===== src/rtl/mul_prod_accum_pkg.sv =====
// Shared constants for the product accumulator: FSM state codes and default widths
// common with the upstream multiplier stage.
package mul_prod_accum_pkg;

    localparam int PROD_W_DEF = 8;
    localparam int ACC_W_DEF  = 16;
    localparam int CNT_W_DEF  = 4;

    localparam logic [1:0] ST_IDLE  = 2'd0;
    localparam logic [1:0] ST_ACCUM = 2'd1;
    localparam logic [1:0] ST_DONE  = 2'd2;

endpackage


===== src/rtl/mul_prod_accum_if.sv =====
// Job, product and result handshake bundle between the multiplier, the accumulator
// and the result consumer.
interface mul_prod_accum_if
    import mul_prod_accum_pkg::*;
#(
    parameter int PROD_W = PROD_W_DEF,
    parameter int ACC_W  = ACC_W_DEF,
    parameter int CNT_W  = CNT_W_DEF
);
    logic              start;
    logic [CNT_W-1:0]  n_terms;
    logic [PROD_W-1:0] prod;
    logic              prod_valid;
    logic              prod_ready;
    logic              busy;
    logic [ACC_W-1:0]  acc;
    logic              ovf;
    logic              res_valid;
    logic              res_ready;

    modport master (
        output start, n_terms, prod, prod_valid, res_ready,
        input  prod_ready, busy, acc, ovf, res_valid
    );

    modport slave (
        input  start, n_terms, prod, prod_valid, res_ready,
        output prod_ready, busy, acc, ovf, res_valid
    );
endinterface


===== src/rtl/mul_acc_add.sv =====
// ACC_W adder with carry-out. With MUL_ACC_SAT_EN defined the sum clamps to all-ones
// on carry-out; otherwise it wraps modulo 2**ACC_W.
module mul_acc_add #(
    parameter int PROD_W = 8,
    parameter int ACC_W  = 16
) (
    input  logic [ACC_W-1:0]  acc_in,
    input  logic [PROD_W-1:0] prod,
    output logic [ACC_W-1:0]  sum,
    output logic              carry
);
    logic [ACC_W:0] full;

    assign full  = {1'b0, acc_in} + {1'b0, ACC_W'(prod)};
    assign carry = full[ACC_W];

`ifdef MUL_ACC_SAT_EN
    // once clamped, any further nonzero term carries again, so the clamp is self-holding
    assign sum = carry ? {ACC_W{1'b1}} : full[ACC_W-1:0];
`else
    assign sum = full[ACC_W-1:0];
`endif
endmodule


===== src/rtl/mul_prod_accum.sv =====
// Multiply-accumulate stage: sums n_terms products into an ACC_W accumulator and holds the
// result until taken. Saturating arithmetic selected by MUL_ACC_SAT_EN (see mul_acc_add).
module mul_prod_accum
    import mul_prod_accum_pkg::*;
#(
    parameter int PROD_W = PROD_W_DEF,
    parameter int ACC_W  = ACC_W_DEF,
    parameter int CNT_W  = CNT_W_DEF
) (
    input logic             clk,
    input logic             rst,
    mul_prod_accum_if.slave bus
);
    logic [1:0]       state;
    logic [CNT_W-1:0] remaining;
    logic [ACC_W-1:0] acc_q;
    logic [ACC_W-1:0] sum;
    logic             ovf_q;
    logic             carry;
    logic             xfer;

    assign bus.prod_ready = (state == ST_ACCUM);
    assign bus.busy       = (state != ST_IDLE);
    assign bus.res_valid  = (state == ST_DONE);
    assign bus.acc        = acc_q;
    assign bus.ovf        = ovf_q;

    assign xfer = bus.prod_valid & (state == ST_ACCUM);

    mul_acc_add #(
        .PROD_W (PROD_W),
        .ACC_W  (ACC_W)
    ) u_add (
        .acc_in (acc_q),
        .prod   (bus.prod),
        .sum    (sum),
        .carry  (carry)
    );

    always_ff @(posedge clk) begin
        if (rst) begin
            state     <= ST_IDLE;
            remaining <= '0;
            acc_q     <= '0;
            ovf_q     <= 1'b0;
        end else begin
            case (state)
                ST_IDLE: begin
                    if (bus.start) begin
                        acc_q     <= '0;
                        ovf_q     <= 1'b0;
                        remaining <= bus.n_terms;
                        state     <= (bus.n_terms != '0) ? ST_ACCUM : ST_DONE;
                    end
                end
                ST_ACCUM: begin
                    if (xfer) begin
                        acc_q     <= sum;
                        ovf_q     <= ovf_q | carry;
                        remaining <= remaining - 1'b1;
                        if (remaining == CNT_W'(1)) begin
                            state <= ST_DONE;
                        end
                    end
                end
                ST_DONE: begin
                    // start here is deliberately dropped; a new job needs a cycle in IDLE
                    if (bus.res_ready) begin
                        state <= ST_IDLE;
                    end
                end
                default: state <= ST_IDLE;
            endcase
        end
    end
endmodule


===== src/flat_wrapper.sv =====
// flat-port wrapper written by rule: the top's interface ports become plain ports
module mul_prod_accum_flat import mul_prod_accum_pkg::*;
#(
    parameter int PROD_W = PROD_W_DEF,
    parameter int ACC_W  = ACC_W_DEF,
    parameter int CNT_W  = CNT_W_DEF
)
  (clk, rst, bus_start, bus_n_terms, bus_prod, bus_prod_valid, bus_res_ready, bus_prod_ready, bus_busy, bus_acc, bus_ovf, bus_res_valid);
  mul_prod_accum_if #(.PROD_W(PROD_W), .ACC_W(ACC_W), .CNT_W(CNT_W)) bus_i ();
  input logic clk;
  input logic rst;
  input wire logic [$bits(bus_i.start)-1:0] bus_start;
  input wire logic [$bits(bus_i.n_terms)-1:0] bus_n_terms;
  input wire logic [$bits(bus_i.prod)-1:0] bus_prod;
  input wire logic [$bits(bus_i.prod_valid)-1:0] bus_prod_valid;
  input wire logic [$bits(bus_i.res_ready)-1:0] bus_res_ready;
  output wire logic [$bits(bus_i.prod_ready)-1:0] bus_prod_ready;
  output wire logic [$bits(bus_i.busy)-1:0] bus_busy;
  output wire logic [$bits(bus_i.acc)-1:0] bus_acc;
  output wire logic [$bits(bus_i.ovf)-1:0] bus_ovf;
  output wire logic [$bits(bus_i.res_valid)-1:0] bus_res_valid;
  assign bus_i.start = bus_start;
  assign bus_i.n_terms = bus_n_terms;
  assign bus_i.prod = bus_prod;
  assign bus_i.prod_valid = bus_prod_valid;
  assign bus_i.res_ready = bus_res_ready;
  assign bus_prod_ready = bus_i.prod_ready;
  assign bus_busy = bus_i.busy;
  assign bus_acc = bus_i.acc;
  assign bus_ovf = bus_i.ovf;
  assign bus_res_valid = bus_i.res_valid;
  mul_prod_accum #(.PROD_W(PROD_W), .ACC_W(ACC_W), .CNT_W(CNT_W)) u_core (.clk(clk), .rst(rst), .bus(bus_i));
endmodule

===== config.mk =====
export PLATFORM = sky130hd
export DESIGN_NAME = mul_prod_accum_flat
export DESIGN_NICKNAME = d
export VERILOG_FILES = /design/src/rtl/mul_prod_accum_pkg.sv /design/src/rtl/mul_prod_accum_if.sv /design/src/rtl/mul_acc_add.sv /design/src/rtl/mul_prod_accum.sv /design/src/flat_wrapper.sv
export SDC_FILE = /design/constraint.sdc
export NUM_CORES = 1
export LEC_CHECK = 0
export BUFFER_PORTS_ARGS = -buffer_cell sky130_fd_sc_hd__buf_2
export CORE_UTILIZATION = 35
export DETAILED_ROUTE_END_ITERATION = 12
export PLACE_DENSITY = 0.63
export SLEW_MARGIN = 0
export SYNTH_ARGS = -nofsm -noshare
export SYNTH_HDL_FRONTEND = slang
export SYNTH_HIERARCHICAL = 1
export SYNTH_SLANG_ARGS = --single-unit

===== constraint.sdc =====
create_clock -name clk -period 2.3 [get_ports clk]
set_clock_uncertainty 0.15 [all_clocks]
set_input_delay 0.115 -clock clk [delete_from_list [all_inputs] [get_ports clk]]
set_output_delay 0.115 -clock clk [all_outputs]
set_load 0.005 [all_outputs]

==> impl_metrics.py, run 1 <==
metrics = {
    "outcome": {
        "status": "complete, no violations",
    },
    "cts": {
        "cts.sink_count": 23,
        "clock_latency_ps": 270,
        "cts_tree": "yes",
        "cts_buffers": 3,
        "clock-root-buffer": "clkbuf_8",
        "clock_path_buffers": 2,
        "cts.htree.levels": 1,
        "clk_pin_slew_ps": 90,
    },
    "sta": {
        "slew_headroom_pct": 70.2,
        "period_needed_ps": 2170,
        "fin_crit_sh_pct": 94.3,
        "grt_setup_unrepaired": "false",
        "hold_viol_final": 0,
        "drv_slew": 0,
        "fmax_mhz": 461,
        "setup_violations": 0,
        "tightestPinTransition_ps": 437,
        "holdWs_ps": 14.0,
        "setup_ws_ps": 130,
    },
    "placement": {
        "port_buffers": 36,
        "gp_congestion": 0.836,
        "dp_cells": 298,
        "hpwl_um": 3090,
        "place_ws_ps": -60.3,
    },
    "cells_and_area": {
        "drive_above_1_share_pct": 26.6,
        "stdcell_count": 304,
        "mostFrequentLayoutCell": "buf_2",
        "diodes": 0,
        "syn2layout_area_growth_pct": 21.4,
        "nets": 281,
        "most-common-layout-cells": "36 x buf_2, 24 x a21oi_1, 23 x nand2_1",
    },
    "pwr": {
        "powerDensity_nw_per_um2": 456,
        "internal_power_mw": 0.637,
        "sw_frac_of_total_pct": 30.7,
        "p_clk_share_pct": 28.0,
        "ir_drop_mv": 0.292,
        "pwr-share-comb_pct": 25.1,
        "sequentialPowerShare_pct": 46.9,
        "p_leak_nw": 0.863,
        "p_sw_mw": 0.283,
        "total_power_mw": 0.919,
    },
    "global_route": {
        "grt_pass1_vias": 1650,
        "grt_max_degree": 24,
        "gr-total-overflow": 0,
        "antenna_found_initial": 0,
        "grt_pass1_wl_um": 7510,
        "track_usage_pct": 18.4,
    },
    "route": {
        "top_layer_used": "met4",
        "drt-initial-drc-count": 141,
        "wl_per_cell_um": 14.1,
        "drc_errors": 0,
        "wl_met1_um": 2190,
        "dr.pass1.iters": 7,
        "wl_met3_um": 122,
        "antenna_left": 0,
        "dr_wl_met2_um": 1960,
        "wl_um": 4300,
        "via_per_inst": 5.56,
        "vias": 1689,
    },
    "setup_path": {
        "r2r-end": "u_core/bus.ovf",
        "reg2reg_slack_ps": 130,
        "crit_fanout": 2,
        "critical_path_depth": 8,
        "required_ps": 2290,
        "critPathKind": "reg -> reg",
        "critPathLaunchType": "flip-flop",
        "cp_slowest_stage_delay_ps": 360,
        "ff2ff_path_depth": 8,
        "end_kind": "flip-flop",
        "cp.buffers_inverters": 0,
        "crit_family": "compound AO/OA/AOI/OAI gates",
        "reg2reg_from": "u_core/bus.acc[0]",
        "arrival_ps": 2160,
        "cp_cell_sequence": "ha_4, fa_2, a21o_1, a221oi_2, o21ai_1, and3_2, a21oi_1, nor3_1",
        "crit_slowest_cell": "fa_2",
    },
    "synthesis": {
        "yosysWarnings": 6,
        "ys_async_sr_fraction_pct": 0,
        "synth-seq-cells": 23,
        "synth_area_sq_um": 1660,
        "syn_avg_cell_area_sq_um": 7.94,
        "synth_seq_area_share_pct": 27.8,
        "syn_nets": 237,
        "synthDistinctLibCells": 50,
        "synth_ff_type": "dfxtp_1",
        "synth_enable_flop_cells": 0,
        "synth_cells": 209,
    },
    "die": {
        "rows": 24,
        "die_x_um": 70.9,
        "ios": 37,
        "dieArea_sq_um": 5020,
        "fp.dieH_um": 70.9,
        "coreArea_sq_um": 4440,
        "initial_utilization_pct": 37.3,
    },
    "worst_hold_path": {
        "whs_endpoint": "u_core/remaining[3]",
        "worstHoldPathType": "in -> reg",
        "holdCritStartpoint": "bus_n_terms[3]",
        "holdPathStages": 3,
    },
    "job": {
        "maxCapViolations": 0,
    },
}
## power groups by stage
stage	logic, mW	clock network, mW	registers (mW)
finish	0.231	0.257	0.432
global route	0.258	0.287	0.435
CTS	0.228	0.270	0.431
detailed placement	0.224	0	0.440
global placement	0.220	0	0.440
floorplan	0.157	0	0.436
## worst register-to-register path, delay by kind of cell (launching register included)
family,cells,cell delay [ps]
simple gates,2,290
compound gates,4,750
flops,1,340
fa+ha+maj,2,520
## layer usage
layer  vias up  global-route usage (%)
li1        860                       -
met3         2                    3.85
met5         -                       0
met2        27                    31.4
met1       800                    24.3
met4         0                    2.89
## what timing repair did
action | in CTS | in global routing
hold buffers | 1 | 0
resized for setup | 1 | 4
endpoints found under the hold margin | 1 | 0
buffers inserted | 0 | 1
pin swaps | 0 | 4
endpoints found under the setup margin | 1 | 5
## through the flow
stage	utilization, %	area, sq um	setup TNS [ps]
2_1_floorplan	-	1660	0
3_3_place_gp	43.4	1930	-19.3
3_5_place_dp	43.4	1930	-60.3
4_1_cts	44.8	1990	0
5_1_grt	45.3	2010	0
6_report	45.3	2010	0
## synth_stat cells (2+ instances only)
cell type,count,share of area [%]
or4_1,2,0.90
o41ai_1,2,1.1
xnor2_1,7,3.7
xor2_1,4,2.1
a211oi_1,2,0.90
o211ai_1,4,1.8
nand2_1,23,5.2
and3_1,4,1.5
o211a_1,2,1.2
a21oi_1,24,7.2
nor3_1,8,2.4
nand2b_1,2,0.75
buf_2,2,0.60
clkbuf_1,4,0.90
buf_4,3,1.4
o21ai_0,6,1.8
nand4_1,3,1.1
a221oi_1,3,1.6
nand3_1,5,1.5
o2111ai_1,2,1.1
inv_1,6,1.4
and3_2,2,0.90
nor4_1,3,1.1
nor2_1,12,2.7
buf_6,2,1.4
ha_1,10,7.5
o21ai_1,17,5.1
dfxtp_1,23,28
## worst max-delay path by stage
| stage | from | end | slack, ps |
|---|---|---|---|
| 2_1_floorplan | u_core/bus.acc[0] | u_core/bus.ovf | 40 |
| 6_report | u_core/bus.acc[0] | u_core/bus.ovf | 130 |
| 3_5_place_dp | u_core/bus.acc[0] | u_core/bus.ovf | -60 |
| 4_1_cts | u_core/bus.acc[0] | u_core/bus.ovf | 10 |
| 5_1_grt | u_core/bus.acc[1] | u_core/bus.acc[11] | 8 |
| 3_3_place_gp | u_core/bus.acc[0] | u_core/bus.ovf | -20 |
## sequential cells by signal (all words and copies together) (netlist names)
| name | count |
|---|---|
| u_core/bus.ovf | 1 |
| u_core/bus.acc | 16 |
| u_core/remaining | 4 |
| u_core/state | 2 |
## cells by family (layout without fill, tap and decap cells)
kind of cell / count (synthesis) / after routing / synth area share, %
muxes: 3 / 3 / 2.87
DFF: 23 / 23 / 27.8
and+or+nand+nor: 73 / 73 / 23.5
xor gates and xnor gates: 11 / 11 / 5.81
adders and majority gates: 11 / 11 / 8.75
buffers and inverters: 19 / 62 / 6.03
AOI/OAI and AO/OA: 69 / 69 / 25.3
## cell type report
cell class                 instances  area, sq um
fill                             478         2430
multi-input combinational        167         1120
sequential                        23          462
timing repair buffer              51          295
tap                               52         65.1
clock buffer                       3         41.3
inverter                           7         26.3
clock inverter                     1         5.00
No activity file was read; power rests on OpenSTA's default activity.
==> run 2: changes to the inputs <==
--- a/config.mk
+++ b/config.mk
@@ -8,9 +8,8 @@
 export BUFFER_PORTS_ARGS = -buffer_cell sky130_fd_sc_hd__buf_2
 export CORE_UTILIZATION = 35
 export DETAILED_ROUTE_END_ITERATION = 12
-export PLACE_DENSITY = 0.63
+export PLACE_DENSITY = 0.62
 export SLEW_MARGIN = 0
 export SYNTH_ARGS = -nofsm -noshare
 export SYNTH_HDL_FRONTEND = slang
-export SYNTH_HIERARCHICAL = 1
 export SYNTH_SLANG_ARGS = --single-unit
==> constraint.sdc (replaced) <==
create_clock -name clk -period 2.37 [get_ports clk]
set_clock_uncertainty 0.15 [all_clocks]
set_input_delay 0.1185 -clock clk [delete_from_list [all_inputs] [get_ports clk]]
set_output_delay 0.1185 -clock clk [all_outputs]
set_load 0.005 [all_outputs]
==> run 2 against run 1 <==
Against the previous run:
- register-to-register slack lost 20 ps
- wire length shrank 28%
- critical path type unchanged
- combinational power shrank 19%
- critical endpoint is now u_core.bus.acc[14]
==> impl_metrics.py, run 2 <==
metrics = {
    "pwr": {
        "internal_power_mw": 0.603,
        "sw_frac_of_total_pct": 29.5,
        "p_leak_nw": 0.755,
        "p_clk_share_pct": 29.2,
        "powerDensity_nw_per_um2": 494,
        "total_power_mw": 0.856,
        "pwr-share-comb_pct": 22.0,
        "ir_drop_mv": 0.224,
        "sequentialPowerShare_pct": 48.8,
        "p_sw_mw": 0.253,
    },
    "die": {
        "fp.dieH_um": 66.0,
        "die_x_um": 66.0,
        "coreArea_sq_um": 3800,
        "initial_utilization_pct": 37.7,
        "rows": 22,
        "ios": 37,
        "dieArea_sq_um": 4360,
    },
    "placement": {
        "gp_congestion": 0.749,
        "hpwl_um": 2420,
        "port_buffers": 36,
    },
    "sta": {
        "tightestPinTransition_ps": 432,
        "hold_viol_final": 0,
        "slew_headroom_pct": 71.2,
        "period_needed_ps": 2260,
        "setup_violations": 0,
        "fmax_mhz": 442,
        "fin_crit_sh_pct": 95.4,
        "holdWs_ps": 24.7,
        "drv_slew": 0,
    },
    "synthesis": {
        "synth-seq-cells": 23,
        "synth_top_cell_by_area": "dfxtp_1",
        "synth_area_sq_um": 1430,
        "syn_nets": 199,
        "synth_most_common_cell": "dfxtp_1",
        "synth_seq_area_share_pct": 32.1,
        "ys_async_sr_fraction_pct": 0,
        "syn_avg_cell_area_sq_um": 8.39,
        "synth_cells": 171,
        "yosysWarnings": 0,
        "synth_top_cells_by_count": "23 x dfxtp_1, 22 x a21oi_1, 15 x nor2_1",
        "synth_top_area_share_pct": 32.1,
        "synthDistinctLibCells": 43,
        "synth_ff_type": "dfxtp_1",
        "synthTopCellsByArea": "dfxtp_1 32%, ha_1 8.7%, a21oi_1 7.7%",
        "synth_enable_flop_cells": 0,
    },
    "global_route": {
        "track_usage_pct": 15.9,
        "grt_pass1_wl_um": 5400,
        "gr-total-overflow": 0,
        "antenna_found_initial": 0,
        "grt_pass1_vias": 1280,
        "grt_max_degree": 15,
    },
    "cells_and_area": {
        "diodes": 0,
        "multiInputGateArea_sq_um": 927,
        "seqCellArea_sq_um": 462,
        "most-common-layout-cells": "36 x buf_2, 22 x dfxtp_1, 21 x a21oi_1",
        "largest_reg_flops": 16,
        "syn2layout_area_growth_pct": 20.9,
        "nets": 238,
        "drive_above_1_share_pct": 26.3,
        "fillers": 424,
        "mostFrequentLayoutCell": "buf_2",
    },
    "route": {
        "antenna_left": 0,
        "wl_met3_um": 118,
        "via_per_inst": 5.19,
        "dr_wl_met2_um": 1440,
        "vias": 1335,
        "top_layer_used": "met4",
        "drt-initial-drc-count": 37,
        "wl_met1_um": 1480,
        "wl_um": 3100,
        "wl_per_cell_um": 12.1,
        "dr.pass1.iters": 4,
        "drc_errors": 0,
    },
    "outcome": {
        "status": "complete, no violations",
    },
    "cts": {
        "clk_pin_slew_ps": 90,
        "clock_path_buffers": 2,
        "cts_buffers": 3,
        "cts_tree": "yes",
        "clock-root-buffer": "clkbuf_8",
        "cts.sink_count": 23,
        "cts.htree.levels": 1,
        "clock_latency_ps": 270,
    },
    "setup_path": {
        "crit_slowest_cell": "or4_1",
        "reg2reg_slack_ps": 110,
        "r2r-end": "u_core.bus.acc[14]",
        "end_kind": "flip-flop",
        "required_ps": 2420,
        "arrival_ps": 2320,
        "crit_fanout": 8,
        "crit_family": "simple AND/OR/NAND/NOR gates",
        "critPathKind": "reg -> reg",
        "critPathLaunchType": "flip-flop",
        "reg2reg_from": "u_core.bus.acc[0]",
        "cp_cell_sequence": "ha_2, inv_1, fa_1, nand2b_1, a21oi_2, o211ai_4, or4_1, a21oi_1",
        "cp.buffers_inverters": 1,
        "cp_slowest_stage_delay_ps": 420,
        "ff2ff_path_depth": 8,
    },
    "worst_hold_path": {
        "worstHoldPathType": "in -> reg",
        "holdCritStartpoint": "rst",
        "whs_endpoint": "u_core.bus.acc[0]",
        "holdPathStages": 2,
    },
    "job": {
        "maxCapViolations": 0,
    },
}
==> run 2: how the worst max path moves through the flow <==
stage                            startpoint  slack (ps)  cells after the start                 end
after detailed placement  u_core.bus.acc[0]           9                      8  u_core.bus.acc[14]
after global placement    u_core.bus.acc[0]          70                      8  u_core.bus.acc[14]
after global routing      u_core.bus.acc[0]          -2                      8  u_core.bus.acc[14]
after floorplan           u_core.bus.acc[0]         100                      8  u_core.bus.acc[14]
final                     u_core.bus.acc[0]         110                      8  u_core.bus.acc[14]
after CTS                 u_core.bus.acc[0]          60                      8  u_core.bus.acc[14]
==> run 2: layout make-up <==
cell class,count,share of cell area [%]
inverter,10,2.17
clock inverter,1,0.433
sequential,23,26.6
timing repair buffer,38,11.4
multi-input combinational,134,53.5
clock buffer,3,2.38
tap,48,3.47
==> run 2: cell families (layout without fill, tap and decap cells) <==
group | Yosys count | after routing | share of synthesized area [%]
simple gates | 61 | 61 | 22.6
compound gates | 56 | 56 | 27.8
flops | 23 | 23 | 32.1
buf+inv | 14 | 52 | 3.66
fa+ha+maj | 11 | 11 | 10.1
xor+xnor | 6 | 6 | 3.66
==> run 2: what timing repair did <==
action                                  in CTS  in global routing
endpoints found under the hold margin        1                  0
gates resized for setup                      1                  2
gates cloned                                 0                  0
hold buffers                                 1                  0
pin swaps                                    0                  1
endpoints found under the setup margin       1                  2
buffers inserted                             0                  0
==> run 2: power groups by stage <==
| stage | registers, mW | clock network [mW] | logic (mW) |
|---|---|---|---|
| 6_report | 0.417 | 0.250 | 0.188 |
| 5_1_grt | 0.421 | 0.284 | 0.213 |
| 4_1_cts | 0.417 | 0.265 | 0.190 |
| 3_5_place_dp | 0.427 | 0 | 0.187 |
| 3_3_place_gp | 0.426 | 0 | 0.187 |
| 2_1_floorplan | 0.423 | 0 | 0.137 |
==> run 2: stage by stage <==
stage | TNS (ps) | util (%) | cell area, sq um | setup WS, ps | std cells
2_1_floorplan | 0 | - | 1430 | 105 | 171
3_3_place_gp | 0 | 43.9 | 1670 | 66.7 | 252
3_5_place_dp | 0 | 43.9 | 1670 | 9.01 | 252
4_1_cts | 0 | 45.5 | 1730 | 64.4 | 257
5_1_grt | -2.14 | 45.6 | 1730 | -2.14 | 257
6_report | 0 | 45.6 | 1730 | 108 | 257
==> run 2: metal layers <==
layer	up-vias	GRT usage (%)
met5	-	0
met4	0	7.18
met3	4	1.90
met2	22	27.2
met1	605	19.7
li1	704	-
